[src/rtl/router_pkg.sv]
// Shared types and constants for the router packet-sequencing controller.
// The DROP_PACKET output decode exists only when ADDR_CHECK_EN is defined.
package router_pkg;

   localparam int ADDR_W    = 2;
   localparam int NUM_PORTS = 3;
   localparam logic [ADDR_W-1:0] ADDR_INVALID = 2'b11;

   typedef enum logic [3:0] {
      DECODE_ADDRESS     = 4'd0,
      LOAD_FIRST_DATA    = 4'd1,
      LOAD_DATA          = 4'd2,
      FIFO_FULL_STATE    = 4'd3,
      LOAD_AFTER_FULL    = 4'd4,
      LOAD_PARITY        = 4'd5,
      CHECK_PARITY_ERROR = 4'd6,
      WAIT_TILL_EMPTY    = 4'd7,
      DROP_PACKET        = 4'd8
   } state_t;

   typedef struct packed {
      logic detect_add;
      logic lfd_state;
      logic ld_state;
      logic laf_state;
      logic full_state;
      logic write_enb_reg;
      logic rst_int_reg;
      logic busy;
      logic drop_pkt;
   } out_t;

   // Moore decode; drop_pkt can only ever be set when the drop state is built in.
   function automatic out_t decode_outputs(state_t s);
      out_t o;
      o = '0;
      case (s)
         DECODE_ADDRESS:     o.detect_add = 1'b1;
         LOAD_FIRST_DATA:    begin o.lfd_state = 1'b1; o.busy = 1'b1; end
         LOAD_DATA:          begin o.ld_state = 1'b1; o.write_enb_reg = 1'b1; end
         FIFO_FULL_STATE:    begin o.full_state = 1'b1; o.busy = 1'b1; end
         LOAD_AFTER_FULL:    begin o.laf_state = 1'b1; o.write_enb_reg = 1'b1; o.busy = 1'b1; end
         LOAD_PARITY:        begin o.write_enb_reg = 1'b1; o.busy = 1'b1; end
         CHECK_PARITY_ERROR: begin o.rst_int_reg = 1'b1; o.busy = 1'b1; end
         WAIT_TILL_EMPTY:    o.busy = 1'b1;
`ifdef ADDR_CHECK_EN
         DROP_PACKET:        o.drop_pkt = 1'b1;
`endif
         default:            o = '0;
      endcase
      return o;
   endfunction

   // Per-port flag lookup; the invalid address selects nothing.
   function automatic logic port_sel(logic [NUM_PORTS-1:0] flags, logic [ADDR_W-1:0] addr);
      return (addr != ADDR_INVALID) && flags[addr];
   endfunction

endpackage

[src/rtl/router_fsm_if.sv]
// Source/reg/sync-facing signal bundle of the router controller.
// slave = controller side, master = environment driving the controller.
interface router_fsm_if;
   import router_pkg::*;

   logic              pkt_valid;
   logic [ADDR_W-1:0] data_in;
   logic              fifo_full;
   logic              fifo_empty_0, fifo_empty_1, fifo_empty_2;
   logic              soft_reset_0, soft_reset_1, soft_reset_2;
   logic              parity_done;
   logic              low_pkt_valid;
   logic              detect_add, lfd_state, ld_state, laf_state, full_state;
   logic              write_enb_reg, rst_int_reg, busy, drop_pkt;

   modport slave (
      input  pkt_valid, data_in, fifo_full,
      input  fifo_empty_0, fifo_empty_1, fifo_empty_2,
      input  soft_reset_0, soft_reset_1, soft_reset_2,
      input  parity_done, low_pkt_valid,
      output detect_add, lfd_state, ld_state, laf_state, full_state,
      output write_enb_reg, rst_int_reg, busy, drop_pkt
   );

   modport master (
      output pkt_valid, data_in, fifo_full,
      output fifo_empty_0, fifo_empty_1, fifo_empty_2,
      output soft_reset_0, soft_reset_1, soft_reset_2,
      output parity_done, low_pkt_valid,
      input  detect_add, lfd_state, ld_state, laf_state, full_state,
      input  write_enb_reg, rst_int_reg, busy, drop_pkt
   );

endinterface

[src/rtl/router_fsm.sv]
// Packet-sequencing controller for the 1x3 router (Moore FSM, registered outputs).
// Define ADDR_CHECK_EN to drop packets addressed to the invalid port 2'b11.
//
// state              | meaning
// DECODE_ADDRESS     | idle, header address strobe
// LOAD_FIRST_DATA    | header byte load
// LOAD_DATA          | payload streaming into FIFO
// FIFO_FULL_STATE    | stalled on full FIFO
// LOAD_AFTER_FULL    | resume write of the held byte
// LOAD_PARITY        | parity byte write
// CHECK_PARITY_ERROR | clear router_reg flags
// WAIT_TILL_EMPTY    | destination FIFO still draining
// DROP_PACKET        | discarding invalid-address packet
module router_fsm
   import router_pkg::*;
(
   input  logic           clock,
   input  logic           reset,
   router_fsm_if.slave    bus
);

   state_t                state_q, state_d;
   logic [ADDR_W-1:0]     addr_q;
   out_t                  out_q;
   logic [NUM_PORTS-1:0]  empty_v, srst_v;
   logic                  empty_hdr, empty_q, srst_q;

   assign empty_v   = {bus.fifo_empty_2, bus.fifo_empty_1, bus.fifo_empty_0};
   assign srst_v    = {bus.soft_reset_2, bus.soft_reset_1, bus.soft_reset_0};
   assign empty_hdr = port_sel(empty_v, bus.data_in);
   assign empty_q   = port_sel(empty_v, addr_q);
   assign srst_q    = port_sel(srst_v, addr_q);

   always_comb begin
      state_d = state_q;
      if (srst_q && (state_q != DECODE_ADDRESS)) begin
         state_d = DECODE_ADDRESS;
      end else begin
         case (state_q)
            DECODE_ADDRESS: begin
               if (bus.pkt_valid) begin
                  if (bus.data_in != ADDR_INVALID)
                     state_d = empty_hdr ? LOAD_FIRST_DATA : WAIT_TILL_EMPTY;
`ifdef ADDR_CHECK_EN
                  else
                     state_d = DROP_PACKET;
`endif
               end
            end
            LOAD_FIRST_DATA:    state_d = LOAD_DATA;
            LOAD_DATA: begin
               if (bus.fifo_full)       state_d = FIFO_FULL_STATE;
               else if (!bus.pkt_valid) state_d = LOAD_PARITY;
            end
            FIFO_FULL_STATE:    if (!bus.fifo_full) state_d = LOAD_AFTER_FULL;
            LOAD_AFTER_FULL: begin
               if (bus.parity_done)        state_d = DECODE_ADDRESS;
               else if (bus.low_pkt_valid) state_d = LOAD_PARITY;
               else                        state_d = LOAD_DATA;
            end
            LOAD_PARITY:        state_d = CHECK_PARITY_ERROR;
            CHECK_PARITY_ERROR: state_d = bus.fifo_full ? FIFO_FULL_STATE : DECODE_ADDRESS;
            WAIT_TILL_EMPTY:    if (empty_q) state_d = LOAD_FIRST_DATA;
`ifdef ADDR_CHECK_EN
            DROP_PACKET:        state_d = bus.pkt_valid ? DROP_PACKET : DECODE_ADDRESS;
`endif
            default:            state_d = DECODE_ADDRESS;
         endcase
      end
   end

   // Outputs are decoded from the next state so they line up with state_q.
   always_ff @(posedge clock) begin
      if (reset) begin
         state_q <= DECODE_ADDRESS;
         addr_q  <= '0;
         out_q   <= decode_outputs(DECODE_ADDRESS);
      end else begin
         state_q <= state_d;
         out_q   <= decode_outputs(state_d);
         if ((state_q == DECODE_ADDRESS) && bus.pkt_valid)
            addr_q <= bus.data_in;
      end
   end

   assign bus.detect_add    = out_q.detect_add;
   assign bus.lfd_state     = out_q.lfd_state;
   assign bus.ld_state      = out_q.ld_state;
   assign bus.laf_state     = out_q.laf_state;
   assign bus.full_state    = out_q.full_state;
   assign bus.write_enb_reg = out_q.write_enb_reg;
   assign bus.rst_int_reg   = out_q.rst_int_reg;
   assign bus.busy          = out_q.busy;
   assign bus.drop_pkt      = out_q.drop_pkt;

endmodule

[src/flat_wrapper.sv]
// flat-port wrapper written by rule: the top's interface ports become plain ports
module router_fsm_flat import router_pkg::*;
  (clock, reset, bus_pkt_valid, bus_data_in, bus_fifo_full, bus_fifo_empty_0, bus_fifo_empty_1, bus_fifo_empty_2, bus_soft_reset_0, bus_soft_reset_1, bus_soft_reset_2, bus_parity_done, bus_low_pkt_valid, bus_detect_add, bus_lfd_state, bus_ld_state, bus_laf_state, bus_full_state, bus_write_enb_reg, bus_rst_int_reg, bus_busy, bus_drop_pkt);
  router_fsm_if bus_i ();
  input  logic clock;
  input  logic reset;
  input wire logic [$bits(bus_i.pkt_valid)-1:0] bus_pkt_valid;
  input wire logic [$bits(bus_i.data_in)-1:0] bus_data_in;
  input wire logic [$bits(bus_i.fifo_full)-1:0] bus_fifo_full;
  input wire logic [$bits(bus_i.fifo_empty_0)-1:0] bus_fifo_empty_0;
  input wire logic [$bits(bus_i.fifo_empty_1)-1:0] bus_fifo_empty_1;
  input wire logic [$bits(bus_i.fifo_empty_2)-1:0] bus_fifo_empty_2;
  input wire logic [$bits(bus_i.soft_reset_0)-1:0] bus_soft_reset_0;
  input wire logic [$bits(bus_i.soft_reset_1)-1:0] bus_soft_reset_1;
  input wire logic [$bits(bus_i.soft_reset_2)-1:0] bus_soft_reset_2;
  input wire logic [$bits(bus_i.parity_done)-1:0] bus_parity_done;
  input wire logic [$bits(bus_i.low_pkt_valid)-1:0] bus_low_pkt_valid;
  output wire logic [$bits(bus_i.detect_add)-1:0] bus_detect_add;
  output wire logic [$bits(bus_i.lfd_state)-1:0] bus_lfd_state;
  output wire logic [$bits(bus_i.ld_state)-1:0] bus_ld_state;
  output wire logic [$bits(bus_i.laf_state)-1:0] bus_laf_state;
  output wire logic [$bits(bus_i.full_state)-1:0] bus_full_state;
  output wire logic [$bits(bus_i.write_enb_reg)-1:0] bus_write_enb_reg;
  output wire logic [$bits(bus_i.rst_int_reg)-1:0] bus_rst_int_reg;
  output wire logic [$bits(bus_i.busy)-1:0] bus_busy;
  output wire logic [$bits(bus_i.drop_pkt)-1:0] bus_drop_pkt;
  assign bus_i.pkt_valid = bus_pkt_valid;
  assign bus_i.data_in = bus_data_in;
  assign bus_i.fifo_full = bus_fifo_full;
  assign bus_i.fifo_empty_0 = bus_fifo_empty_0;
  assign bus_i.fifo_empty_1 = bus_fifo_empty_1;
  assign bus_i.fifo_empty_2 = bus_fifo_empty_2;
  assign bus_i.soft_reset_0 = bus_soft_reset_0;
  assign bus_i.soft_reset_1 = bus_soft_reset_1;
  assign bus_i.soft_reset_2 = bus_soft_reset_2;
  assign bus_i.parity_done = bus_parity_done;
  assign bus_i.low_pkt_valid = bus_low_pkt_valid;
  assign bus_detect_add = bus_i.detect_add;
  assign bus_lfd_state = bus_i.lfd_state;
  assign bus_ld_state = bus_i.ld_state;
  assign bus_laf_state = bus_i.laf_state;
  assign bus_full_state = bus_i.full_state;
  assign bus_write_enb_reg = bus_i.write_enb_reg;
  assign bus_rst_int_reg = bus_i.rst_int_reg;
  assign bus_busy = bus_i.busy;
  assign bus_drop_pkt = bus_i.drop_pkt;
  router_fsm u_core (.clock(clock), .reset(reset), .bus(bus_i));
endmodule
[config.mk]
export PLATFORM = sky130hd
export DESIGN_NAME = router_fsm_flat
export DESIGN_NICKNAME = d
export VERILOG_FILES = /design/src/rtl/router_pkg.sv /design/src/rtl/router_fsm_if.sv /design/src/rtl/router_fsm.sv /design/src/flat_wrapper.sv
export SDC_FILE = /design/constraint.sdc
export NUM_CORES = 1
export LEC_CHECK = 0
export CAP_MARGIN = 20
export CORE_UTILIZATION = 35
export DETAILED_ROUTE_END_ITERATION = 6
export PLACE_DENSITY = 0.62
export SYNTH_ARGS = -nofsm -noshare
export SYNTH_HDL_FRONTEND = slang
export SYNTH_SLANG_ARGS = --single-unit
[constraint.sdc]
create_clock -name clock -period 2.43 [get_ports clock]
set_clock_uncertainty 0.2 [all_clocks]
set_input_delay 0.6075 -clock clock [delete_from_list [all_inputs] [get_ports clock]]
set_output_delay 0.6075 -clock clock [all_outputs]
set_load 0.02 [all_outputs]
==> flow_metrics.py, run 1 <==
metrics = {
    "synthesis": {
        "synth_area_leaders": "dfxtp_1, mux2i_1, a21oi_1",
        "synthMuxAreaShare": 0.06498,
        "synthCells": 88,
        "synth_compound_area_frac": 0.1537,
        "synthAdderAreaFrac": 0,
        "ys_types": 37,
        "yosysWarningCount": 0,
        "syn-cell-area_um2": 789.5,
        "synth-simple-area-share": 0.3597,
        "syn_avg_cell_area_um2": 8.972,
        "ys_seq_elements": 14,
        "synth.largest_area_cell": "dfxtp_1",
        "synth_top_family_by_area": "simple AND/OR/NAND/NOR gates",
        "synth-seq-area-share": 0.3550,
        "synth_xor_area_frac": 0,
        "synth_top_area_share": 0.3550,
    },
    "layout": {
        "layout-drive-gt1-share": 0.1455,
        "postLayoutCellArea_um2": 1030,
        "area_delta_synth_final_pct": 30.43,
        "fillCellCount": 214,
        "final_core_util": 0.5043,
        "final_cell_mix": "clkdlybuf4s50_1, dfxtp_1, nor2_1",
        "layout_commonest_cell": "clkdlybuf4s50_1",
        "diodes": 0,
        "top_register": "u_core.state_q",
        "nNetsFinal": 126,
        "top_regs": "u_core.state_q: 4 flops, u_core.addr_q: 2 flops",
        "largest_register_ff_count": 4,
    },
    "setup_path": {
        "timing.rr.end": "u_core.bus.rst_int_reg",
        "r2r_cells": 5,
        "path_cells": "clkdlybuf4s50_1 -> nor2b_1 -> or4b_1 -> a21oi_1 -> a21oi_1 -> nor3b_2",
        "worst_r2r_startpoint": "u_core.state_q[0]",
        "cp-end-kind": "register",
        "cp.arrival_ns": 2.19,
        "worst_path_most_repeated_cell": "a21oi_1",
        "ff2ff_setup_slack_ns": 0.54,
        "critPathMaxFanout": 3,
        "critPathMaxStageDelay_ns": 0.50,
        "critPathSlowestCell": "or4b_1",
        "worstSetupPathType": "in -> reg",
        "required_ns": 2.43,
        "startpoint_type": "input port",
    },
    "die": {
        "fp.coreArea_um2": 2042,
        "num_io_pins": 23,
        "rows": 16,
        "die_area_um2": 2450,
        "initial_core_util": 0.3866,
        "die_w_um": 49.50,
        "die_h_um": 49.50,
    },
    "grt": {
        "antenna_found_initial": 0,
        "grt_pass1_vias": 627,
        "grt_max_degree": 14,
        "gr-total-overflow": 0,
        "grt_pass1_wl_mm": 2.691,
        "grt_use_total": 0.1465,
    },
    "route": {
        "wire_per_inst_um": 10.79,
        "dr.pass1.iters": 4,
        "routed_wl_mm": 1.478,
        "drcViolationCount": 0,
        "num_vias": 677,
        "postRouteAntennaNets": 0,
        "drt-vias-per-instance": 4.942,
        "drt_first_iter_violations": 5,
    },
    "sta": {
        "rsz0062_at_grt": "no",
        "period_share": 0.8987,
        "setup-tns-final_ns": 0,
        "worst_slack_ns": 0.2462,
        "fmax_mhz": 457.9,
        "drv_slew": 0,
        "setup_viol": 0,
        "period_needed_ns": 2.184,
        "hold_viol": 0,
    },
    "placed_design": {
        "io_buffers": 21,
        "hpwl_mm": 1.163,
        "placed_area_um2": 1007,
        "post-place-ws_ns": -0.04822,
        "place_congestion": 0.7970,
    },
    "cts": {
        "cts.hold.buffers_added": 0,
        "htree_levels": 1,
        "cts_buffers": 3,
        "cts_sinks": 14,
        "path_clk_slew_ns": 0.08,
        "clk_latency_ns": 0.28,
        "cts_max_path_buffers": 2,
        "cts_setup_buffers": 0,
        "cts_tree": "built",
        "post_cts_resized": 0,
        "clockRootBuffer": "clkbuf_4",
    },
    "pwr": {
        "ir_worst_vdd_uv": 290.8,
        "powerDensity_nw_per_um2": 451.1,
        "power_uw": 464.5,
        "p_leak_nw": 0.3764,
    },
    "min_path": {
        "holdPathStages": 2,
        "min-delay-start": "u_core.addr_q[0]",
        "worstHoldPathType": "reg -> reg",
        "min_to": "u_core.addr_q[0]",
    },
    "job": {
        "max_cap_violations": 0,
    },
    "run_status": {
        "status": "complete, no violations",
    },
}
worst max-delay path: cells and delay by family:
kind | cells | cell delay (ns)
compound gates | 2 | 0.35
simple gates | 3 | 0.81
buf+inv | 1 | 0.43
cell type report:
type	count	area, um^2	area share
multi-input cells	69	464.2	0.4508
repair buffers	23	225.2	0.2187
clock buffers	3	22.52	0.02187
inverters	1	3.754	0.003645
flip-flops and latches	14	280.3	0.2722
well taps	27	33.78	0.03281
Yosys cell counts, drive strengths merged:
| master | instances |
|---|---|
| o21ai | 5 |
| o22ai | 1 |
| nand3b | 4 |
| a21o | 1 |
| nor3 | 3 |
| nand3 | 1 |
| nor3b | 2 |
| mux2 | 1 |
| nor2b | 3 |
| nor2 | 9 |
| or3 | 3 |
| a21oi | 8 |
| or3b | 1 |
| a211oi | 1 |
| nand2 | 5 |
| mux2i | 4 |
| inv | 1 |
| and4b | 1 |
| nand2b | 5 |
| o2bb2ai | 1 |
| nand4b | 1 |
| conb | 1 |
| buf | 4 |
| clkbuf | 1 |
| dfxtp | 14 |
| or4b | 1 |
| or2b | 3 |
| nor4bb | 1 |
| and3 | 1 |
| a221oi | 1 |
metal layers:
| layer | vias to the layer above | global-route usage | share of wire |
|---|---|---|---|
| met5 | - | 0 | 0 |
| li1 | 358 | - | - |
| met1 | 298 | 0.1796 | 0.47 |
| met3 | 5 | 0.04630 | 0.046 |
| met2 | 16 | 0.2306 | 0.46 |
| met4 | 0 | 0.07143 | 0.026 |
worst max-delay path by stage:
stage	from	end	slack (ns)	depth (start not counted)
2_1_floorplan	bus_pkt_valid	u_core.bus.rst_int_reg	0.51	5
3_3_place_gp	bus_data_in[1]	u_core.bus.detect_add	-0.01	6
3_5_place_dp	bus_pkt_valid	u_core.bus.rst_int_reg	-0.05	6
4_1_cts	bus_pkt_valid	u_core.bus.rst_int_reg	0.25	6
5_1_grt	bus_pkt_valid	u_core.bus.rst_int_reg	0.11	6
6_report	bus_pkt_valid	u_core.bus.rst_int_reg	0.25	6
per-stage QoR:
stage / hold WS (ns) / std cells
final: 0.3613 / 137
after global placement: 0.3591 / 134
after floorplan: 0.3167 / 89
after CTS: 0.3667 / 137
after global routing: 0.4054 / 137
after detailed placement: 0.3529 / 134
kinds of logic after synthesis:
family | count (synthesis)
simple gates | 44
mux | 5
other cells | 1
flops | 14
compound gates | 18
buf+inv | 6
power by group:
| part | internal (mW) | total, mW | switching, mW |
|---|---|---|---|
| Sequential | 0.237 | 0.246 | 0.00883 |
| Combinational | 0.0535 | 0.0949 | 0.0415 |
| Clock | 0.0575 | 0.123 | 0.0660 |
| Total | 0.348 | 0.465 | 0.116 |
Power figures use the tool's default switching activity.
==> inputs of run 2 (changes only) <==
- RECOVER_POWER: unset -> 50
==> flow_metrics.py, run 2 (synthesis gave the netlist of run 1 again) <==
metrics = {
    "grt": {
        "gr-total-overflow": 0,
        "grt_pass1_vias": 627,
        "grt_use_total": 0.1465,
        "grt_max_degree": 14,
        "grt_pass1_wl_mm": 2.691,
        "antenna_found_initial": 0,
    },
    "setup_path": {
        "r2r_cells": 6,
        "worst_r2r_startpoint": "u_core.state_q[0]",
        "critPathMaxFanout": 4,
        "required_ns": 2.45,
        "worstSetupPathType": "in -> reg",
        "cp-end-kind": "register",
        "cp.arrival_ns": 2.25,
        "startpoint_type": "input port",
        "timing.rr.end": "u_core.bus.detect_add",
        "ff2ff_setup_slack_ns": 0.43,
    },
    "placed_design": {
        "placed_area_um2": 1007,
        "hpwl_mm": 1.163,
        "place_congestion": 0.7970,
        "placedCellCount": 134,
        "io_buffers": 21,
    },
    "pwr": {
        "seqPwrFrac": 0.534,
        "internal_power_uw": 345.4,
        "combPwrFrac": 0.198,
        "p_leak_nw": 0.3930,
        "switchingPower_uw": 115.5,
        "power_uw": 460.9,
        "ir_worst_vdd_uv": 289.9,
        "clockPowerShare": 0.268,
        "switching_share": 0.2506,
        "powerDensity_nw_per_um2": 452.5,
    },
    "layout": {
        "seq_area_um2": 280.3,
        "top_register": "u_core.state_q",
        "top_regs": "u_core.state_q: 4 flops, u_core.addr_q: 2 flops",
        "largest_register_ff_count": 4,
        "postLayoutCellArea_um2": 1018,
        "nNetsFinal": 126,
        "final_cells": 137,
        "final_cell_mix": "clkdlybuf4s50_1, dfxtp_1, nor2_1",
        "final_core_util": 0.4988,
        "multi_input_area_um2": 452.9,
        "area_delta_synth_final_pct": 29.00,
        "layout-drive-gt1-share": 0.1273,
        "diodes": 0,
        "fillCellCount": 216,
    },
    "min_path": {
        "min_to": "u_core.addr_q[0]",
        "min-delay-start": "u_core.addr_q[0]",
        "worstHoldPathType": "reg -> reg",
        "holdPathStages": 2,
    },
    "die": {
        "die_h_um": 49.50,
        "fp.coreArea_um2": 2042,
        "die_area_um2": 2450,
        "die_w_um": 49.50,
        "num_io_pins": 23,
        "rows": 16,
        "initial_core_util": 0.3866,
    },
    "sta": {
        "hold_viol": 0,
        "period_needed_ns": 2.235,
        "setup-tns-final_ns": 0,
        "setup_viol": 0,
        "drv_slew": 0,
        "rsz0062_at_grt": "no",
        "period_share": 0.9196,
        "fmax_mhz": 447.5,
    },
    "route": {
        "wl_met3_um": 68,
        "drt-vias-per-instance": 4.956,
        "dr_wl_met2_um": 682,
        "postRouteAntennaNets": 0,
        "drcViolationCount": 0,
        "wire_per_inst_um": 10.82,
        "num_vias": 679,
        "wl_met1_um": 694,
        "dr.pass1.iters": 4,
        "routed_wl_mm": 1.482,
        "top_layer_used": "met4",
        "drt_first_iter_violations": 4,
    },
    "cts": {
        "cts_max_path_buffers": 2,
        "path_clk_slew_ns": 0.08,
        "clk_latency_ns": 0.28,
        "post_cts_resized": 0,
        "cts_setup_buffers": 0,
        "htree_levels": 1,
        "cts_sinks": 14,
        "cts_buffers": 3,
        "clockRootBuffer": "clkbuf_4",
        "cts_tree": "built",
        "cts.hold.buffers_added": 0,
    },
    "job": {
        "max_cap_violations": 0,
    },
    "run_status": {
        "status": "complete, no violations",
    },
}
==> run 2: cell count changes in the layout (fill, tap and decap cells not counted) <==
cell | before | now
clkdlybuf4s50_1 | 21 | 14
dlygate4sd3_1 | 0 | 7
a221oi_1 | 0 | 1
a221oi_2 | 1 | 0
and3_1 | 0 | 1
and3_4 | 1 | 0
==> run 2: power by group through the flow <==
| stage | logic (mW) | registers [mW] | clock network (mW) |
|---|---|---|---|
| 6_report | 0.0914 | 0.246 | 0.123 |
| 4_1_cts | 0.0957 | 0.246 | 0.131 |
| 2_1_floorplan | 0.0545 | 0.253 | 0 |
| 3_5_place_dp | 0.0952 | 0.252 | 0 |
| 5_1_grt | 0.101 | 0.248 | 0.148 |
| 3_3_place_gp | 0.0949 | 0.252 | 0 |
==> run 2: final cells by class <==
| class | count | area share |
|---|---|---|
| Tap cell | 27 | 0.03317 |
| Sequential cell | 14 | 0.2752 |
| Inverter | 1 | 0.003685 |
| Clock buffer | 3 | 0.02211 |
| Timing Repair Buffer | 23 | 0.2211 |
| Multi-Input combinational cell | 69 | 0.4447 |
==> run 2: worst max-delay path by stage <==
stage                   start                      to  slack [ns]  cells past startpoint
5_1_grt         bus_pkt_valid   u_core.bus.detect_add         0.1                      7
2_1_floorplan   bus_pkt_valid  u_core.bus.rst_int_reg        0.51                      5
4_1_cts         bus_pkt_valid  u_core.bus.rst_int_reg        0.25                      6
3_5_place_dp    bus_pkt_valid  u_core.bus.rst_int_reg       -0.05                      6
3_3_place_gp   bus_data_in[1]   u_core.bus.detect_add       -0.01                      6
6_report        bus_pkt_valid   u_core.bus.detect_add        0.20                      7
==> run 2: critical path, cell delays in order <==
cell	delay, ns
clkdlybuf4s50_1	0.43
buf_4	0.15
and3_1	0.20
a221oi_1	0.46
buf_4	0.20
nand2b_1	0.08
o21ai_1	0.13
==> run 2: metrics by stage <==
step           hold WS (ns)  worst slack (ns)
2_1_floorplan        0.3167            0.5115
3_3_place_gp         0.3591          -0.01386
3_5_place_dp         0.3529          -0.04822
4_1_cts              0.3667            0.2460
5_1_grt              0.4054           0.09774
6_report             0.3615            0.1954
==> run 2: layer usage <==
metal | vias up | GRT usage
met5 | - | 0
met4 | 0 | 0.07143
met3 | 5 | 0.04630
met2 | 16 | 0.2306
met1 | 299 | 0.1796
li1 | 359 | -
==> inputs of run 3 (changes only) <==
--- a/config.mk
+++ b/config.mk
@@ -10,3 +10,4 @@
 export DETAILED_ROUTE_END_ITERATION = 6
-export PLACE_DENSITY = 0.62
+export DONT_BUFFER_PORTS = 1
+export PLACE_DENSITY = 0.49
 export RECOVER_POWER = 50
==> constraint.sdc (replaced) <==
create_clock -name clock -period 2.43 [get_ports clock]
set_clock_uncertainty 0.2 [all_clocks]
set_input_delay 0.3645 -clock clock [delete_from_list [all_inputs] [get_ports clock]]
set_output_delay 0.3645 -clock clock [all_outputs]
set_load 0.02 [all_outputs]
==> flow_metrics.py, run 3 (synthesis gave the netlist of run 1 again) <==
metrics = {
    "placed_design": {
        "io_buffers": 0,
        "post-place-ws_ns": 0.5331,
        "place_congestion": 0.7962,
        "hpwl_mm": 1.175,
    },
    "pwr": {
        "p_leak_nw": 0.3002,
        "ir_worst_vdd_uv": 302.2,
        "switchingPower_uw": 114.4,
        "combPwrFrac": 0.116,
        "seqPwrFrac": 0.536,
        "powerDensity_nw_per_um2": 572.2,
        "switching_share": 0.2437,
        "clockPowerShare": 0.348,
        "internal_power_uw": 355.2,
    },
    "job": {
        "max_cap_violations": 0,
    },
    "setup_path": {
        "cp.arrival_ns": 1.94,
        "critPathMaxFanout": 13,
        "worstSetupStartpoint": "u_core.state_q[0]",
        "startpoint_type": "register",
        "required_ns": 2.43,
        "cp-end-kind": "register",
        "worstSetupPathType": "reg -> reg",
        "path_cells": "nor2b_1 -> or4b_1 -> a21oi_1 -> a21oi_1 -> nor3b_2",
        "r2r_cells": 5,
        "critPathSlowestCell": "dfxtp_1",
        "worst_path_most_repeated_cell": "a21oi_1",
        "ff2ff_setup_slack_ns": 0.49,
        "critPathMaxStageDelay_ns": 0.53,
        "timing.rr.end": "u_core.bus.rst_int_reg",
        "worst_r2r_startpoint": "u_core.state_q[0]",
        "crit_end": "u_core.bus.rst_int_reg",
    },
    "cts": {
        "post_cts_resized": 0,
        "cts_sinks": 14,
        "htree_levels": 1,
        "cts_tree": "built",
        "clockRootBuffer": "clkbuf_4",
        "path_clk_slew_ns": 0.08,
        "cts_buffers": 3,
        "clk_latency_ns": 0.27,
        "cts_max_path_buffers": 2,
    },
    "layout": {
        "area_delta_synth_final_pct": 3.962,
        "layout-drive-gt1-share": 0.1461,
        "fillCellCount": 221,
        "seq_area_um2": 280.3,
        "diodes": 0,
        "final_core_util": 0.4020,
        "largest_register_ff_count": 4,
        "top_regs": "u_core.state_q: 4 flops, u_core.addr_q: 2 flops",
        "nNetsFinal": 104,
        "multi_input_area_um2": 456.7,
        "final_cell_mix": "dfxtp_1, nor2_1, a21oi_1",
        "top_register": "u_core.state_q",
        "layout_commonest_cell": "dfxtp_1",
    },
    "sta": {
        "period_share": 0.7966,
        "drv_slew": 0,
        "setup_viol": 0,
        "worst_slack_ns": 0.4942,
        "period_needed_ns": 1.936,
        "rsz0062_at_grt": "no",
        "hold_viol": 0,
        "setup-tns-final_ns": 0,
        "fmax_mhz": 516.6,
    },
    "route": {
        "routed_wl_mm": 1.525,
        "wire_per_inst_um": 13.15,
        "drt-vias-per-instance": 5.129,
        "drcViolationCount": 0,
        "num_vias": 595,
        "postRouteAntennaNets": 0,
        "drt_first_iter_violations": 6,
        "dr.pass1.iters": 4,
    },
    "die": {
        "die_h_um": 49.50,
        "initial_core_util": 0.3866,
        "rows": 16,
        "num_io_pins": 23,
        "die_area_um2": 2450,
        "die_w_um": 49.50,
        "fp.coreArea_um2": 2042,
    },
    "grt": {
        "antenna_found_initial": 0,
        "grt_pass1_vias": 577,
        "gr-total-overflow": 0,
        "grt_use_total": 0.1421,
        "grt_max_degree": 14,
        "grt_pass1_wl_mm": 2.697,
    },
    "min_path": {
        "holdPathStages": 2,
        "worstHoldPathType": "in -> reg",
    },
    "run_status": {
        "status": "complete, no violations",
    },
}
-- run 3: repair_timing --
item                                    CTS  global route
hold endpoints to repair                  3             0
buffers inserted                          0             0
hold buffers                              1             0
endpoints found under the setup margin    0             0
-- run 3: final cells by class --
| cell class | instances | area share |
|---|---|---|
| Clock buffer | 4 | 0.04421 |
| Inverter | 1 | 0.004573 |
| Multi-Input combinational cell | 69 | 0.5564 |
| Sequential cell | 14 | 0.3415 |
| Tap cell | 27 | 0.04116 |
| Timing Repair Buffer | 1 | 0.01220 |
-- run 3: worst min path at each step --
stage                                       end   from
final                     u_core.bus.detect_add  reset
after global routing      u_core.bus.detect_add  reset
after CTS                 u_core.bus.detect_add  reset
after detailed placement       u_core.addr_q[1]  reset
after global placement         u_core.addr_q[0]  reset
after floorplan                u_core.addr_q[0]  reset
-- run 3: power by group through the flow --
stage	Clock (mW)	Sequential, mW	Combinational (mW)
final	0.163	0.252	0.0546
after global routing	0.182	0.254	0.0619
after CTS	0.169	0.252	0.0565
after detailed placement	0	0.258	0.0542
after global placement	0	0.257	0.0546
after floorplan	0	0.253	0.0545
-- run 3: through the flow --
stage	cells	cell area (um^2)	hold slack, ns	power [mW]
detailed placement	111	782.0	0.2403	0.3118
finish	116	820.8	0.01145	0.4697
global route	116	820.8	0.01434	0.4980
CTS	116	828.3	0.003934	0.4782
floorplan	89	793.3	0.2369	0.3078
global placement	111	782.0	0.2390	0.3119
-- run 3: routing by layer --
| layer | global-route usage | up-vias | routed length (um) |
|---|---|---|---|
| li1 | - | 313 | - |
| met3 | 0.04012 | 0 | 62 |
| met2 | 0.2466 | 11 | 726 |
| met1 | 0.1746 | 271 | 736 |
| met4 | 0.02857 | 0 | 0 |
| met5 | 0 | - | 0 |
-- run 3: worst max-delay path: cells and delay by family, from the launching register on --
family           cells  cell delay, ns
AO/OA/AOI/OAI        2            0.36
AND/OR/NAND/NOR      3            0.77
flip-flops           1            0.53
